File: config.mk
export PLATFORM = sky130hd
export DESIGN_NAME = seq_mult_32
export DESIGN_NICKNAME = d
export VERILOG_FILES = /design/src/rtl/seq_mult_pkg.sv /design/src/rtl/seq_mult_step.sv /design/src/rtl/seq_mult_32.sv
export SDC_FILE = /design/constraint.sdc
export NUM_CORES = 1
export LEC_CHECK = 0
export BUFFER_PORTS_ARGS = -buffer_cell sky130_fd_sc_hd__buf_4
export CORE_ASPECT_RATIO = 0.6
export CORE_MARGIN = 10
export CORE_UTILIZATION = 30
export CTS_BUF_LIST = sky130_fd_sc_hd__clkbuf_4 sky130_fd_sc_hd__clkbuf_8
export CTS_CLUSTER_DIAMETER = 200
export DETAILED_ROUTE_END_ITERATION = 8
export PLACE_DENSITY = 0.5
export RECOVER_POWER = 50
export SYNTH_ARGS = -nofsm -noshare
export SYNTH_HDL_FRONTEND = slang
export SYNTH_HIERARCHICAL = 1
export SYNTH_SLANG_ARGS = --single-unit
File: constraint.sdc
create_clock -name clk -period 8.23 [get_ports clk]
set_input_delay 0.4115 -clock clk [delete_from_list [all_inputs] [get_ports clk]]
set_output_delay 0.4115 -clock clk [all_outputs]
set_load 0.01 [all_outputs]
File: src/rtl/seq_mult_pkg.sv
// Shared definitions for the sequential shift-add multiplier:
// FSM state encoding and the verified operand width.
package seq_mult_pkg;

    localparam int MULT_WIDTH = 32;

    typedef enum logic [1:0] {
        IDLE = 2'd0,
        RUN  = 2'd1,
        DONE = 2'd2
    } state_e;

endpackage

File: src/rtl/seq_mult_step.sv
// One radix-2 shift-add step: conditionally add the multiplicand into the high
// half, then shift {carry, acc_hi, acc_lo} right by one bit.
module seq_mult_step #(
    parameter int WIDTH = 32
) (
    input  logic [WIDTH-1:0] multiplicand_i,
    input  logic [WIDTH-1:0] acc_hi_i,
    input  logic [WIDTH-1:0] acc_lo_i,
    output logic [WIDTH-1:0] acc_hi_o,
    output logic [WIDTH-1:0] acc_lo_o
);

    // The extra sum bit keeps the carry so the top product bit is never lost.
    logic [WIDTH:0] sum;

    assign sum      = {1'b0, acc_hi_i} + (acc_lo_i[0] ? {1'b0, multiplicand_i} : '0);
    assign acc_hi_o = sum[WIDTH:1];
    assign acc_lo_o = {sum[0], acc_lo_i[WIDTH-1:1]};

endmodule

File: src/rtl/seq_mult_32.sv
// Sequential unsigned WIDTH x WIDTH multiplier with valid/ready handshakes.
// Optional macro SEQ_MULT_ZERO_SKIP_EN: zero operands go straight to DONE.
module seq_mult_32
    import seq_mult_pkg::*;
#(
    parameter int WIDTH = MULT_WIDTH
) (
    input  logic               clk,
    input  logic               reset,
    input  logic               in_valid,
    output logic               in_ready,
    input  logic [WIDTH-1:0]   a,
    input  logic [WIDTH-1:0]   b,
    output logic               out_valid,
    input  logic               out_ready,
    output logic [2*WIDTH-1:0] product,
    output logic               overflow,
    output logic               busy
);

    localparam int CW = $clog2(WIDTH);

    state_e           state_q,  state_d;
    logic [WIDTH-1:0] mcand_q,  mcand_d;
    logic [WIDTH-1:0] acc_hi_q, acc_hi_d;
    logic [WIDTH-1:0] acc_lo_q, acc_lo_d;
    logic [CW-1:0]    count_q,  count_d;
    logic [WIDTH-1:0] step_hi,  step_lo;

    seq_mult_step #(.WIDTH(WIDTH)) u_step (
        .multiplicand_i (mcand_q),
        .acc_hi_i       (acc_hi_q),
        .acc_lo_i       (acc_lo_q),
        .acc_hi_o       (step_hi),
        .acc_lo_o       (step_lo)
    );

    // NOTE: every always_comb output gets a default first, so no path can infer a latch.
    always_comb begin
        state_d  = state_q;
        mcand_d  = mcand_q;
        acc_hi_d = acc_hi_q;
        acc_lo_d = acc_lo_q;
        count_d  = count_q;
        case (state_q)
            IDLE: begin
                if (in_valid) begin
                    mcand_d  = a;
                    acc_hi_d = '0;
                    acc_lo_d = b;
                    count_d  = '0;
                    state_d  = RUN;
`ifdef SEQ_MULT_ZERO_SKIP_EN
                    if (a == '0 || b == '0) begin
                        acc_lo_d = '0;
                        state_d  = DONE;
                    end
`endif
                end
            end
            RUN: begin
                acc_hi_d = step_hi;
                acc_lo_d = step_lo;
                count_d  = count_q + CW'(1);
                if (count_q == CW'(WIDTH - 1)) begin
                    state_d = DONE;
                end
            end
            DONE: begin
                if (out_ready) begin
                    state_d = IDLE;
                end
            end
            default: state_d = IDLE;
        endcase
    end

    // NOTE: sequential state uses non-blocking assignments so all registers update together.
    always_ff @(posedge clk or posedge reset) begin
        if (reset) begin
            state_q  <= IDLE;
            mcand_q  <= '0;
            acc_hi_q <= '0;
            acc_lo_q <= '0;
            count_q  <= '0;
        end else begin
            state_q  <= state_d;
            mcand_q  <= mcand_d;
            acc_hi_q <= acc_hi_d;
            acc_lo_q <= acc_lo_d;
            count_q  <= count_d;
        end
    end

    assign in_ready  = (state_q == IDLE);
    assign busy      = (state_q == RUN);
    assign out_valid = (state_q == DONE);
    assign product   = {acc_hi_q, acc_lo_q};
    assign overflow  = |acc_hi_q;

endmodule

==> summary.txt <==
Final layout
  – FF+latch area: 0.00258 mm^2
  – Filler Cell Count: 2346
  – Fin nets: 912
  – Multi-input logic area: 0.00365 mm^2
  – Synth-to-layout area growth: 13.1%
  – Layout cell share with drive strength beyond 1: 17.9%
  – Antenna cells: 0
  – Finished Core Util: 34.7%

Critical path
  – Crit path DAT: 4.15 ns
  – CP top delay family: buffers and inverters
  – Startpoint class of the critical path: input port
  – Crit path max-delay cell type: clkbuf_1
  – Cell Chain, Critical Path: clkbuf_4, clkinvlp_2, clkbuf_1
  – Largest stage delay, worst path: 2.37 ns
  – Crit Path Max Fanout: 58
  – CP Data Required Time: 8.02 ns
  – CP Capture Type: asynchronous set/reset pin
  – Critical path class: in2async
  – CP Buf/Inv Count: 3

Place
  – Detailed Place HPWL: 15.0 mm
  – Final GP Congestion: 0.858
  – Port Buffers: 135
  – Pre-CTS WS: 4.56 ns

Clock network
  – Clock transition at path regs: 0.11 ns
  – Worst-skew pair later-pin latency: 0.40 ns
  – Cts hold-fix bufs: 0
  – Clock Tree Buf Depth: 2
  – TritonCTS clock tree: done
  – Num CTS Buffers: 9
  – CTS resizes: 0
  – Clock H-tree levels: 3
  – Root Driver: clkbuf_8
  – Total setup buffers inserted after CTS: 0
  – Clock tree sinks: 103

Global route
  – GRT overflow: 0
  – Global-route wire length before repair: 32.7 mm
  – Vias in the first global route: 5440
  – Largest net degree at the start of global routing: 68
  – Antenna violations before repair: 0
  – Total Routing Usage GR: 14.0%

Synthesis
  – Asr flop ratio synth: 100%
  – Cells after Synth: 739
  – Cell variety after synth: 60
  – Syn Area/Cell: 9.17 um^2
  – Sequential element share of the synthesized area: 38.0%
  – Primary FF master, synth: dfrtp_1
  – Area of the mapped netlist: 0.00678 mm^2
  – Post-synth net total: 842
  – Yosys Warn Count: 6
  – EDFF count, synth: 0
  – Synth Register Bits: 103

Route
  – Met2 WL: 7.98 mm
  – Vias per cell: 4.91
  – Initial DRC count: 385
  – Routed WL per cell: 18.3 um
  – Final wirelength: 20.6 mm
  – DR top layer: met4
  – DR pass1 iterations: 5
  – Wl on met1: 11.3 mm
  – Remaining antenna violation count: 0
  – DRC violations left: 0
  – Vias: 5504
  – Routed wl met3: 1.03 mm

STA
  – Final Skew: 0.0169 ns
  – Tcrit/Tclk final: 52.9%
  – Hold WS: 0.229 ns
  – Max-slew headroom at the worst pin: -117%
  – Max-slew violations: 106
  – FMAX: 230 MHz
  – RSZ-0062 raised after global routing: false
  – Endpoints failing hold: 0
  – Final setup margin: 3.88 ns
  – Worst Tran Pin Value: 3.26 ns
  – Setup Viol. Count Final: 0
  – Setup TNS: 0 ns
  – Fin crit period: 4.35 ns

Pwr
  – Total Power: 3020 uW
  – Clock network power share: 10.8%
  – Switching share of power: 47.2%
  – P_sw: 1430 uW
  – VDD IR-drop max: 0.000134 V
  – Comb power frac: 55.6%
  – Int Pwr: 1600 uW
  – P_leak: 0.00339 uW
  – Power per standard cell area: 394 mW/mm^2
  – Sequential Power Share: 33.7%

Die
  – Io pins: 136
  – Die Ht: 136 um
  – Die Wd: 214 um
  – Core Rows: 42
  – Starting density of the core: 30.6%
  – CORE AREA: 0.0221 mm^2
  – Die Area: 0.0292 mm^2

Outcome
  – Status: finished, violations left
  – Failing checks: capacitance limit, slew limit

Run
  – Max Cap Viol: 2

Hold path
  – Hold WC Path Type: in2reg
## stage by stage
stage | instances | instance area, um^2
floorplan | 739 | 6780
global placement | 1106 | 7710
detailed placement | 1106 | 7710
CTS | 1122 | 7900
global route | 1122 | 7670
finish | 1122 | 7670
## sequential cells by signal, summed over array words and instances, names as in the netlist
name,cells
acc_hi_q,32
acc_lo_q,32
mcand_q,32
count_q,5
state_q,2
## final cells by class
class / count / area share (%)
inverters: 11 / 0.555
clock inverters: 5 / 0.539
multi-input cells: 543 / 47.6
repair buffers: 141 / 10.8
clock buffers: 11 / 1.89
well taps: 308 / 5.03
flip-flops and latches: 103 / 33.6
## cell usage in the layout, fill, tap and decap left out, types with 12 or more instances in the layout
cell	instances
a21o_1	12
nor2b_1	22
dfrtp_1	103
nor2_1	14
xnor2_1	15
ha_1	34
a22oi_1	32
o21ai_0	90
clkbuf_1	62
and2_1	32
nand2_1	108
a21oi_1	47
xor2_1	14
buf_4	78
mux2_4	25
## cells in the mapped netlist, types with 14 or more instances
master / count / area, um^2
a21oi_1: 47 / 235
nand2_1: 108 / 405
ha_1: 34 / 425
buf_4: 31 / 233
nor2b_1: 22 / 138
clkbuf_1: 31 / 116
xor2_1: 14 / 123
o21ai_0: 90 / 450
xnor2_1: 15 / 131
nor2_1: 14 / 52.6
and2_1: 32 / 200
dfrtp_1: 103 / 2580
a22oi_1: 32 / 240
mux2_4: 25 / 375
## routing by layer
layer  track usage (%)  vias up
li1                  -     2720
met1              22.0     2661
met2              18.1      108
met3              3.68       15
met4              3.06        0
met5                 0        -
## cells by family (layout without fill, tap and decap cells)
logic type	after synthesis	count (layout)	synth area share, %
AOI/OAI and AO/OA	223	223	20.3
xor gates and xnor gates	29	29	3.75
adders and majority gates	35	35	6.57
buffers and inverters	93	168	8.14
DFF	103	103	38.0
muxes	34	34	7.01
and+or+nand+nor	222	222	16.2
## final timing paths
path | start | to | slack [ns] | depth (start not counted)
setup / recovery | reset | acc_hi_q[8]$_DFFE_PP0P_ | 3.88 | 3
hold / removal | a[0] | mcand_q[0]$_DFFE_PP0P_ | 0.23 | 2
setup reg to reg | acc_lo_q[0]$_DFFE_PP0P_ | acc_hi_q[29]$_DFFE_PP0P_ | 4.59 | 12
hold reg to reg | count_q[2]$_DFFE_PP0P_ | count_q[2]$_DFFE_PP0P_ | 0.51 | 1
max in group clk | acc_lo_q[0]$_DFFE_PP0P_ | acc_hi_q[29]$_DFFE_PP0P_ | 4.59 | 12
min in group asynchronous | reset | mcand_q[24]$_DFFE_PP0P_ | 0.54 | 2
## power by group through the flow
stage,clock network (uW),logic (uW),registers [uW]
6_report,326,1680,1020
5_1_grt,359,1900,1060
4_1_cts,342,1800,1020
3_5_place_dp,0,1790,1030
3_3_place_gp,0,1790,1030
2_1_floorplan,0,1280,995
## worst register-to-register path: cells and delay by family (launching register included)
family / cells / cell delay (ns)
simple gates: 5 / 1.06
fa+ha+maj: 2 / 0.66
flops: 1 / 0.77
compound gates: 5 / 0.99
(Power assumes the default switching activity.)
